[config.mk]
export PLATFORM = sky130hd
export DESIGN_NAME = alu_exec_unit
export DESIGN_NICKNAME = d
export VERILOG_FILES = /design/src/rtl/alu_exec_unit.sv
export SDC_FILE = /design/constraint.sdc
export NUM_CORES = 1
export LEC_CHECK = 0
export ABC_CLOCK_PERIOD_IN_PS = 6400
export BUFFER_PORTS_ARGS = -buffer_cell sky130_fd_sc_hd__buf_4
export CAP_MARGIN = 20
export CORE_MARGIN = 1.5
export CORE_UTILIZATION = 40
export CTS_BUF_LIST = sky130_fd_sc_hd__clkbuf_4 sky130_fd_sc_hd__clkbuf_8
export DETAILED_ROUTE_END_ITERATION = 7
export PLACE_DENSITY = 0.55
export REMOVE_ABC_BUFFERS = 1
export SYNTH_ARGS = -nofsm -noshare
export SYNTH_HDL_FRONTEND = slang
export SYNTH_SLANG_ARGS = --single-unit
[constraint.sdc]
create_clock -name clk -period 6.4 [get_ports clk]
set_input_delay 0.96 -clock clk [delete_from_list [all_inputs] [get_ports clk]]
set_output_delay 0.96 -clock clk [all_outputs]
set_load 0.05 [all_outputs]
[src/rtl/alu_exec_unit.sv]
// rtl/alu_exec_unit.sv - execute-stage ALU with valid/ready handshakes and serial shifter
//
// Purpose: executes one ALU op per accepted request. Simple ops register their result
// in one cycle; SLL/SRL/SRA step one bit per cycle unless ALU_BARREL_SHIFT_EN is
// defined, in which case shifts are single-cycle as well.
//
// Configuration macro: ALU_BARREL_SHIFT_EN (undefined = serial shifter)
//
// Ports:
//   clk, rst (async, active-low), flush (sync kill of in-flight/held op)
//   in_valid/in_ready   request handshake carrying ALUControl, SrcA, SrcB, PC
//   out_valid/out_ready result handshake carrying Result, Zero, Negative
//   Busy                high while a serial shift is in progress
module alu_exec_unit #(
   parameter int WIDTH   = 32,
   parameter int SHAMT_W = 5
) (
   input  logic             clk,
   input  logic             rst,
   input  logic             flush,
   input  logic             in_valid,
   output logic             in_ready,
   input  logic [3:0]       ALUControl,
   input  logic [WIDTH-1:0] SrcA,
   input  logic [WIDTH-1:0] SrcB,
   input  logic [WIDTH-1:0] PC,
   output logic             out_valid,
   input  logic             out_ready,
   output logic [WIDTH-1:0] Result,
   output logic             Zero,
   output logic             Negative,
   output logic             Busy
);

   localparam logic [3:0] OP_ADD   = 4'b0000;
   localparam logic [3:0] OP_SUB   = 4'b0001;
   localparam logic [3:0] OP_AND   = 4'b0010;
   localparam logic [3:0] OP_OR    = 4'b0011;
   localparam logic [3:0] OP_XOR   = 4'b0100;
   localparam logic [3:0] OP_SLT   = 4'b0101;
   localparam logic [3:0] OP_SLTU  = 4'b0110;
   localparam logic [3:0] OP_SLL   = 4'b0111;
   localparam logic [3:0] OP_SRL   = 4'b1000;
   localparam logic [3:0] OP_SRA   = 4'b1001;
   localparam logic [3:0] OP_AUIPC = 4'b1110;
   localparam logic [3:0] OP_LUI   = 4'b1111;

   localparam logic [1:0] K_SLL = 2'd0;
   localparam logic [1:0] K_SRL = 2'd1;
   localparam logic [1:0] K_SRA = 2'd2;

   typedef enum logic [1:0] {IDLE, SHIFT, DONE} state_t;

   state_t               state_q, state_d;
   logic [WIDTH-1:0]     result_q;
   logic [WIDTH-1:0]     shreg_q;
   logic [WIDTH-1:0]     shift_next;
   logic [WIDTH-1:0]     alu_y;
   logic [SHAMT_W-1:0]   cnt_q;
   logic [SHAMT_W-1:0]   shamt;
   logic [1:0]           kind_q;
   logic                 fill_q;
   logic                 accept;
   logic                 is_shift;
   logic                 go_shift;
   logic                 last_step;

   assign shamt     = SrcB[SHAMT_W-1:0];
   assign is_shift  = (ALUControl == OP_SLL) || (ALUControl == OP_SRL) || (ALUControl == OP_SRA);
   assign last_step = (cnt_q == SHAMT_W'(1));
   assign accept    = in_valid && in_ready;

`ifdef ALU_BARREL_SHIFT_EN
   assign go_shift = 1'b0;
`else
   // A zero-amount shift is just SrcA, so it takes the single-cycle path.
   assign go_shift = is_shift && (shamt != '0);
`endif

   // Single-cycle result. In the serial build the shift cases only ever see N=0.
   always_comb begin
      alu_y = '0;
      case (ALUControl)
         OP_ADD:   alu_y = SrcA + SrcB;
         OP_SUB:   alu_y = SrcA - SrcB;
         OP_AND:   alu_y = SrcA & SrcB;
         OP_OR:    alu_y = SrcA | SrcB;
         OP_XOR:   alu_y = SrcA ^ SrcB;
         OP_SLT:   alu_y[0] = ($signed(SrcA) < $signed(SrcB));
         OP_SLTU:  alu_y[0] = (SrcA < SrcB);
`ifdef ALU_BARREL_SHIFT_EN
         OP_SLL:   alu_y = SrcA << shamt;
         OP_SRL:   alu_y = SrcA >> shamt;
         OP_SRA:   alu_y = $signed(SrcA) >>> shamt;
`else
         OP_SLL:   alu_y = SrcA;
         OP_SRL:   alu_y = SrcA;
         OP_SRA:   alu_y = SrcA;
`endif
         OP_AUIPC: alu_y = PC + SrcB;
         OP_LUI:   alu_y = SrcB;
         default:  alu_y = '0;
      endcase
   end

   // One serial step; SRA refills with the sign bit captured at accept.
   always_comb begin
      shift_next = '0;
      case (kind_q)
         K_SLL:   shift_next = {shreg_q[WIDTH-2:0], 1'b0};
         K_SRL:   shift_next = {1'b0, shreg_q[WIDTH-1:1]};
         default: shift_next = {fill_q, shreg_q[WIDTH-1:1]};
      endcase
   end

   always_ff @(posedge clk or negedge rst) begin
      if (!rst) begin
         state_q <= IDLE;
      end else begin
         state_q <= state_d;
      end
   end

   always_comb begin
      state_d   = state_q;
      in_ready  = 1'b0;
      out_valid = 1'b0;
      Busy      = 1'b0;
      case (state_q)
         IDLE: begin
            in_ready = !flush;
            if (in_valid && !flush) state_d = go_shift ? SHIFT : DONE;
         end
         SHIFT: begin
`ifndef ALU_BARREL_SHIFT_EN
            Busy = 1'b1;
`endif
            if (last_step) state_d = DONE;
         end
         DONE: begin
            out_valid = 1'b1;
            in_ready  = !flush && out_ready;
            if (in_valid && in_ready) state_d = go_shift ? SHIFT : DONE;
            else if (out_ready)       state_d = IDLE;
         end
         default: state_d = IDLE;
      endcase
      if (flush) state_d = IDLE;
   end

   always_ff @(posedge clk or negedge rst) begin
      if (!rst) begin
         result_q <= '0;
         shreg_q  <= '0;
         cnt_q    <= '0;
         kind_q   <= K_SLL;
         fill_q   <= 1'b0;
      end else if (flush) begin
         cnt_q <= '0;
      end else if (accept) begin
         if (go_shift) begin
            shreg_q <= SrcA;
            cnt_q   <= shamt;
            fill_q  <= SrcA[WIDTH-1];
            if (ALUControl == OP_SLL)      kind_q <= K_SLL;
            else if (ALUControl == OP_SRL) kind_q <= K_SRL;
            else                           kind_q <= K_SRA;
         end else begin
            result_q <= alu_y;
            cnt_q    <= '0;
         end
      end else if (state_q == SHIFT) begin
         shreg_q <= shift_next;
         cnt_q   <= cnt_q - SHAMT_W'(1);
         // Result is only touched by the final step so a flush leaves the old value.
         if (last_step) result_q <= shift_next;
      end
   end

   assign Result   = result_q;
   assign Zero     = (result_q == '0);
   assign Negative = result_q[WIDTH-1];

endmodule

Word-level counts from Yosys, hierarchy flattened
Index checks and enable logic that the tools add are counted.
{"block": "totals", "in_bits": 105, "latch_bits": 0, "reg_bits": 74, "mem_bits_ro": 0, "ramBits": 0, "output_inout_bits": 37, "word_cells": 83, "memories": 0}
{"block": "classes", "n_lt_le_gt_ge": 2, "n_mux": 26, "n_addsub": 4, "n_shift": 0, "n_eq_ne": 20, "n_reduce_logical": 21, "n_mul": 0, "div": 0, "bitwise_logic": 4}
{"op": "31-bit case mux with 8 select lines", "count": 1}
{"op": "32-bit 2-to-1 mux", "count": 7}
{"op": "32-bit adder", "count": 2}
{"op": "32-bit less-than comparator", "count": 2}
{"op": "32-bit case mux with 2 select lines", "count": 1}
{"op": "32-bit AND", "count": 1}
{"op": "32-bit zero test", "count": 1}
{"op": "32-bit OR", "count": 1}
{"op": "32-bit subtractor", "count": 1}
{"op": "32-bit XOR", "count": 1}
{"op": "5-bit 2-to-1 mux", "count": 4}
{"op": "4-bit by 3-bit == test with 1-bit output, second input constant", "count": 4}
{"op": "4-bit == test, second input constant", "count": 4}
{"op": "2-bit 2-to-1 mux", "count": 8}
{"op": "1-bit case mux with 10 select lines", "count": 1}
{"op": "3-bit AND reduction", "count": 3}
{"op": "4-bit by 2-bit == test with 1-bit output, second input constant", "count": 2}
{"op": "3-bit != test, second input constant", "count": 2}
{"op": "2-bit case mux with 3 select lines", "count": 1}
{"op": "5-bit by 1-bit == test with 1-bit output, second input constant", "count": 1}
{"op": "1-bit logical AND", "count": 5}
{"op": "5-bit nonzero test", "count": 1}
{"op": "5-bit by 1-bit subtractor with 5-bit output, second input constant", "count": 1}
{"op": "2-bit by 1-bit == test with 1-bit output, second input constant", "count": 2}
{"op": "other kinds (16)", "count": 20}

Logic depth before layout (Yosys ltp)
Gate-level depths: netlist of run 1.
{"block": "logic_depth", "depth_word": 8, "ltp_mapped": 13, "mapped_depth_nobuf": 13}

Worst setup path after synthesis of run 1
No wires, ideal clock.
{"block": "synth_path", "path_kind": "input to register", "from": "in SrcA[0]", "to": "reg result_q[28] (netlist: Result[28])", "stages": 13, "setup_ns": 0.121, "path_buffers": 0, "required_time_ns": 6.279, "setup_slack_ns": 3.056, "arrival_ns": 3.222, "cell_sequence": "inv_1 > ha_1 > inv_1 > fa_1 > nor2b_1 > o211ai_2 > a211oi_2 > a211oi_4 > o21ai_1 > a21oi_1 > mux2i_1 > o211ai_2 > o2bb2ai_1"}
{"block": "synth_between", "elab_chain_cells": 4, "word_cells_on_any_way": 5, "cone_classes": "add/sub (2); mux (3)"}
{"element": "start: declaration", "line_no": "24", "rtl": "input logic [WIDTH-1:0] SrcA,"}
{"element": "32-bit subtractor / 32-bit adder (equally long branches)", "line_no": "85, 84"}
{"element": "31-bit case mux with 8 select lines (*)", "line_no": "83", "rtl": "case (ALUControl)"}
{"element": "32-bit 2-to-1 mux (*)", "line_no": "161", "rtl": "if (go_shift) begin"}
{"element": "32-bit 2-to-1 mux (*)", "line_no": "160", "rtl": "end else if (accept) begin"}
{"element": "end signal: assignment", "line_no": "169", "rtl": "result_q <= alu_y;"}
{"element": "end signal: assignment", "line_no": "176", "rtl": "if (last_step) result_q <= shift_next;"}
{"element": "end: declaration", "line_no": "55", "rtl": "logic [WIDTH-1:0] result_q;"}
Mark *: on every way between the ends. The rest lies on a longest branch, timed or not. The select of a mux whose other input is x is not followed.
A chain may end at the register's enable or synchronous reset.

Worst setup path after layout of run 1
{"block": "layout_path", "from": "in SrcB[0]", "to": "reg result_q[20] (netlist: Result[20])"}
{"block": "layout_between", "elab_chain_cells": 4, "word_cells_on_any_way": 10, "cone_classes": "add/sub (3); eq/ne (1); mux (3); reduce/logical (3)"}
{"element": "start: declaration", "line_no": "25", "rtl": "input logic [WIDTH-1:0] SrcB,"}
{"element": "32-bit adder (tied with other cells)", "line_no": "100", "rtl": "OP_AUIPC: alu_y = PC + SrcB;"}
{"element": "31-bit case mux with 8 select lines / 1-bit logical AND (equally long branches)", "line_no": "83, 77"}
{"element": "32-bit 2-to-1 mux / 2-bit != test (equally long branches)"}
{"element": "32-bit 2-to-1 mux / 4-bit AND reduction (equally long branches)"}
Parallel ways exist; a longest one is shown, timed or not. The select of a mux whose other input is x is not followed.

==> flow_metrics.tcl, run 1 <==
set metrics [dict create \
    status "finished, final reports clean" \
    vdd_drop_max_mv 0.1412 \
    overflow 0 \
    post_cts_buffers 0 \
    crit_fanout 7 \
    nets 1906 \
    layout_commonest_cell "buf_4" \
    core-area_sq_mm 0.02855 \
    ant_nets 0 \
    dp_hpwl_mm 36.46 \
    antenna_cells 0 \
    max_freq_mhz 248.9 \
    area_delta_synth_final_pct 12.99 \
    firstDrtPassIters 5 \
    place.gp.congestion 0.9285 \
    met3WireLength_mm 3.062 \
    ctsResizeCount 0 \
    synth.avg_cell_area_sq_um 7.257 \
    ys_seq_area_share_pct 16.04 \
    routed.top_layer "met4" \
    insertion_delay_ns 0.42 \
    cpPeakStageDelay_ns 0.64 \
    synth_compound_area_share_pct 34.06 \
    fin_skew_ns 0.01300 \
    drtIter0Drc 1172 \
    crit_path_top_delay_cell "a211oi_1" \
    power.leakage_nw 5.737 \
    drv_cap 0 \
    grt_max_degree 70 \
    ioPinCount 142 \
    numCtsBuffers 9 \
    cp_data_required_time_ns 6.71 \
    synth_top_family_by_area "compound AO/OA/AOI/OAI gates" \
    wirelength_mm 47.86 \
    multiInputGateArea_sq_mm 0.008929 \
    startpoint "SrcB[0]" \
    wl_met1_mm 22.87 \
    synthCells 1591 \
    grt_usage_pct 31.49 \
    cts.sinks 74 \
    nFillCells 3040 \
    synth_cell_types 90 \
    setup_viol 0 \
    antenna_found_initial 0 \
    post-place-ws_ns 1.991 \
    met2_length_mm 21.04 \
    drc_errors 0 \
    p_per_area_mw_per_mm2 241.0 \
    viasPerCell 6.247 \
    cts_tree "yes" \
    worstPathArrival_ns 4.32 \
    postLayoutSetupSlackWorst_ns 2.382 \
    port-buffer-count 141 \
    yosysWarningCount 0 \
    path_clk_slew_ns 0.09 \
    worst_setup_path_end_kind "register" \
    final_cell_mix "159 x buf_4, 155 x nand2_1, 148 x a21oi_1" \
    grt_pass1_vias 12122 \
    die-area_sq_mm 0.02989 \
    synthAdderAreaFrac_pct 15.26 \
    wire_per_inst_um 23.34 \
    critPathKind "input port to register" \
    ctsHoldBuffers 0 \
    hp-class "register to register" \
    worstSetupStartpointType "input port" \
    synth_edf_count 0 \
    syn-cell-area_sq_mm 0.01155 \
    hold_slack_ns 0.4953 \
    clk_path_buf_depth 2 \
    reg2reg_from "state_q[1]" \
    drv_slew 0 \
    synth-main-ff-cell "dfrtp_1" \
    slew-limit-headroom_pct 27.55 \
    worst_pin_slew_ns 1.081 \
    crit_chain "buf_4 -> ha_1 -> fa_1 -> a21oi_1 -> o21ai_1 -> a211oi_1 -> nor2_1 -> a41oi_1 -> o221ai_1 -> xnor2_1 -> nor3_1 -> a211o_1" \
    cts-root-buf "clkbuf_8" \
    die_w_um 172.9 \
    hold_viol_final 0 \
    hold_start "fill_q" \
    yosys.area_share.simple_pct 19.73 \
    drive_gt1_share_pct 13.32 \
    regArea_sq_mm 0.001852 \
    period_minus_slack_ns 4.018 \
    synth_mux_area_share_pct 3.652 \
    vias 12812 \
    ys_ff_latch 74 \
    grt_pass1_wl_mm 72.99 \
    rsz0062_at_grt "no" \
    synthArstFlopShare_pct 100.0 \
    finalCritPeriodShare_pct 62.78 \
    htreeDepth 3 \
    initial_utilization_pct 40.45 \
    synth_xor_xnor_area_share_pct 4.172 \
    die_h_um 172.9 \
    fin_setup_tns_ns 0 \
    placementRows 62 \
]
==> state kept, by name, indices dropped and copies added, names as in the netlist <==
register / flops
Result: 32
cnt_q: 5
fill_q: 1
state_q: 2
shreg_q: 32
kind_q: 2
==> cells in the mapped netlist, types with 4 or more instances <==
library cell | instances | area [sq um]
a221oi_1 | 27 | 236.5
buf_4 | 7 | 52.55
o31ai_1 | 18 | 135.1
nor3_1 | 34 | 170.2
o22ai_1 | 7 | 43.79
a211o_1 | 5 | 43.79
a21oi_2 | 4 | 35.03
ha_1 | 136 | 1702
and2_1 | 9 | 56.30
nor4_1 | 23 | 143.9
o21ai_1 | 16 | 80.08
nand2_1 | 155 | 581.8
clkbuf_1 | 63 | 236.5
o21bai_1 | 14 | 105.1
buf_2 | 24 | 120.1
o211ai_1 | 18 | 135.1
xor2_1 | 16 | 140.1
o221ai_1 | 11 | 96.34
a22o_1 | 4 | 35.03
or3_1 | 10 | 62.56
a211oi_1 | 12 | 90.09
dfrtp_1 | 74 | 1852
a31oi_1 | 21 | 131.4
o21a_1 | 12 | 90.09
a41oi_1 | 4 | 35.03
nand2b_1 | 10 | 62.56
a22oi_1 | 31 | 232.7
and3_1 | 8 | 50.05
nand4_1 | 25 | 156.4
inv_1 | 97 | 364.1
a21o_1 | 33 | 247.7
mux2i_1 | 41 | 410.4
inv_2 | 4 | 15.01
nand3_1 | 40 | 200.2
nor2b_1 | 11 | 68.82
xnor2_1 | 39 | 341.6
o2111ai_1 | 17 | 148.9
a21oi_1 | 149 | 745.7
buf_1 | 4 | 15.01
o21ai_0 | 137 | 685.7
o21ba_2 | 4 | 40.04
nor2_1 | 138 | 518.0
==> final cells by class <==
class	count	area share (%)
Clock buffer	12	1.218
Clock inverter	4	0.3836
Inverter	102	2.935
Multi-Input combinational cell	1316	68.44
Sequential cell	74	14.19
Tap cell	384	3.683
Timing Repair Buffer	159	9.149
==> metal layers <==
| metal | vias to the layer above | track usage [%] |
|---|---|---|
| met5 | - | 0 |
| met1 | 6247 | 45.85 |
| met4 | 0 | 8.261 |
| li1 | 6012 | - |
| met2 | 495 | 49.29 |
| met3 | 58 | 3.408 |
==> report_power, final <==
group | switching [mW] | total, mW | leakage [nW] | internal, mW
sequential | 0.227 | 0.885 | 0.838 | 0.658
combinational | 1.18 | 1.82 | 4.80 | 0.645
clock | 0.231 | 0.436 | 0.102 | 0.205
==> worst max-delay path, delay by kind of cell <==
family | cells | cell delay (ns)
fa+ha+maj | 2 | 0.66
simple gates | 2 | 0.31
compound gates | 6 | 2.05
buf+inv | 1 | 0.14
xor+xnor | 1 | 0.19
==> through the flow <==
step | utilization (%) | instances | power (mW) | cell area (sq um)
floorplan | - | 1492 | 2.046 | 11110
global placement | 44.97 | 2035 | 2.675 | 12840
detailed placement | 44.97 | 2035 | 2.687 | 12840
CTS | 45.70 | 2051 | 3.126 | 13050
global route | 45.70 | 2051 | 3.338 | 13050
finish | 45.70 | 2051 | 3.144 | 13050
==> cell families (layout without fill, tap and decap cells) <==
group | count (synthesis) | count (layout)
adder cells (fa/ha/maj) | 139 | 139
buffers and inverters | 201 | 277
flip-flops | 74 | 74
AND/OR/NAND/NOR | 488 | 488
AO/OA/AOI/OAI | 592 | 592
multiplexers | 42 | 42
XOR/XNOR | 55 | 55
==> final timing paths <==
check | end | slack, ns | cells after the start
setup / recovery | Result[20] | 2.38 | 12
hold / removal | fill_q | 0.50 | 2
setup reg to reg | Result[24] | 3.23 | 11
hold reg to reg | fill_q | 0.50 | 2
max in group asynchronous | kind_q[1] | 4.89 | 2
min in group asynchronous | Result[14] | 0.51 | 1
Note: power is estimated with default switching activity, not from simulation.
==> inputs of run 2 (changes only) <==
Settings changed: ABC_CLOCK_PERIOD_IN_PS 6400 to 3600, PLACE_DENSITY 0.55 to 0.57.
Clock period 6.4 ns to 3.6 ns, I/O delays scaled along.
==> flow_metrics.tcl, run 2 (synthesis gave the netlist of run 1 again) <==
set metrics [dict create \
    finalCritPeriodShare_pct 90.33 \
    htreeDepth 3 \
    die_w_um 172.9 \
    final_cells 2128 \
    finalPower_mw 5.759 \
    placementRows 62 \
    final_cell_mix "234 x buf_4, 155 x nand2_1, 148 x a21oi_1" \
    r2r_cells 8 \
    clk_path_buf_depth 2 \
    seqPwrFrac_pct 27.2 \
    initial_utilization_pct 40.45 \
    die-area_sq_mm 0.02989 \
    dpl_cell_area_sq_mm 0.01344 \
    nets 1983 \
    firstDrtPassIters 7 \
    ctsResizeCount 0 \
    worst_setup_path_end_kind "register" \
    place.gp.congestion 0.9830 \
    grt_usage_pct 31.87 \
    p_int_mw 2.783 \
    reg2reg_from "cnt_q[1]" \
    cts.sinks 74 \
    port-buffer-count 141 \
    critPathKind "input port to register" \
    hp-class "input port to asynchronous set/reset pin" \
    post-place-ws_ns 0.03473 \
    cts-root-buf "clkbuf_8" \
    antenna_found_initial 0 \
    grt_max_degree 69 \
    worstSetupStartpointType "input port" \
    nFillCells 2984 \
    wire_per_inst_um 22.77 \
    power.leakage_nw 6.120 \
    period_minus_slack_ns 3.252 \
    hold_viol_final 0 \
    fin_setup_tns_ns 0 \
    core-area_sq_mm 0.02855 \
    antenna_cells 0 \
    p_sw_share_pct 51.68 \
    slew-limit-headroom_pct 33.88 \
    worstPathArrival_ns 3.55 \
    max_freq_mhz 307.5 \
    drtIter0Drc 1271 \
    area_delta_synth_final_pct 18.24 \
    cp_data_required_time_ns 3.90 \
    vias 13097 \
    postLayoutCellArea_sq_mm 0.01365 \
    layout_commonest_cell "buf_4" \
    drive_gt1_share_pct 17.14 \
    hold_slack_ns 0.2844 \
    final_core_util_pct 47.82 \
    numCtsBuffers 9 \
    r2r_end "Result[23]" \
    wirelength_mm 48.44 \
    power_frac_clock_pct 13.7 \
    viasPerCell 6.155 \
    dp_hpwl_mm 38.09 \
    grt_pass1_vias 12423 \
    path_clk_slew_ns 0.10 \
    endpoint "Result[20]" \
    combPwrFrac_pct 59.1 \
    ioPinCount 142 \
    post_cts_buffers 0 \
    postLayoutSetupSlackWorst_ns 0.3480 \
    drv_cap 0 \
    grt_pass1_wl_mm 73.98 \
    place_inst 2112 \
    p_per_area_mw_per_mm2 421.9 \
    worst_pin_slew_ns 0.9918 \
    cts_tree "yes" \
    regArea_sq_mm 0.001852 \
    switchingPower_mw 2.977 \
    drc_errors 0 \
    overflow 0 \
    ant_nets 0 \
    multiInputGateArea_sq_mm 0.008929 \
    status "finished, final reports clean" \
    vdd_drop_max_mv 0.2737 \
    die_h_um 172.9 \
    startpoint "SrcB[0]" \
    fin_skew_ns 0.009207 \
    drv_slew 0 \
    insertion_delay_ns 0.41 \
    regToRegSetupSlack_ns 0.62 \
    setup_viol 0 \
    ctsHoldBuffers 0 \
    crit_fanout 7 \
    rsz0062_at_grt "no" \
]
-- run 2: area by class of cell --
cell class,count,share of cell area (%)
sequential,74,13.56
timing repair buffer,236,13.16
clock inverter,5,0.4399
multi-input combinational,1316,65.40
inverter,102,2.805
tap,384,3.519
clock buffer,11,1.109
-- run 2: power groups by stage --
stage	clock (mW)	sequential (mW)	combinational, mW
after floorplan	0	1.92	1.72
after global placement	0	1.57	3.33
after detailed placement	0	1.57	3.36
after CTS	0.797	1.55	3.37
after global routing	0.826	1.60	3.68
final	0.789	1.57	3.40
-- run 2: layer usage --
layer  routed length (um)  track usage, %  vias up  share of wire [%]
li1                     -               -     6153                  -
met4                  962           8.841        0                2.0
met3                 3902           5.079       58                8.1
met2                21740           50.29      570                 45
met5                    0               0        -                  0
met1                21840           44.88     6316                 45
-- run 2: worst min-delay path by stage --
stage	start	to	slack, ns	cells past startpoint
floorplan	rst	Result[0]	0.24	0
CTS	rst	Result[13]	0.30	1
global route	rst	Result[13]	0.35	1
global placement	fill_q	fill_q	0.47	2
finish	rst	Result[13]	0.28	1
detailed placement	fill_q	fill_q	0.48	2
-- run 2: critical path: stages --
cell and delay [ns]:
buf_4 0.14, ha_1 0.23, fa_1 0.42, a21oi_1 0.20, o21ai_1 0.16, a211oi_1 0.29, buf_4 0.19, nor2_1 0.06
a41oi_1 0.41, o221ai_1 0.23, xnor2_1 0.31, nor3_1 0.09, a211o_1 0.27
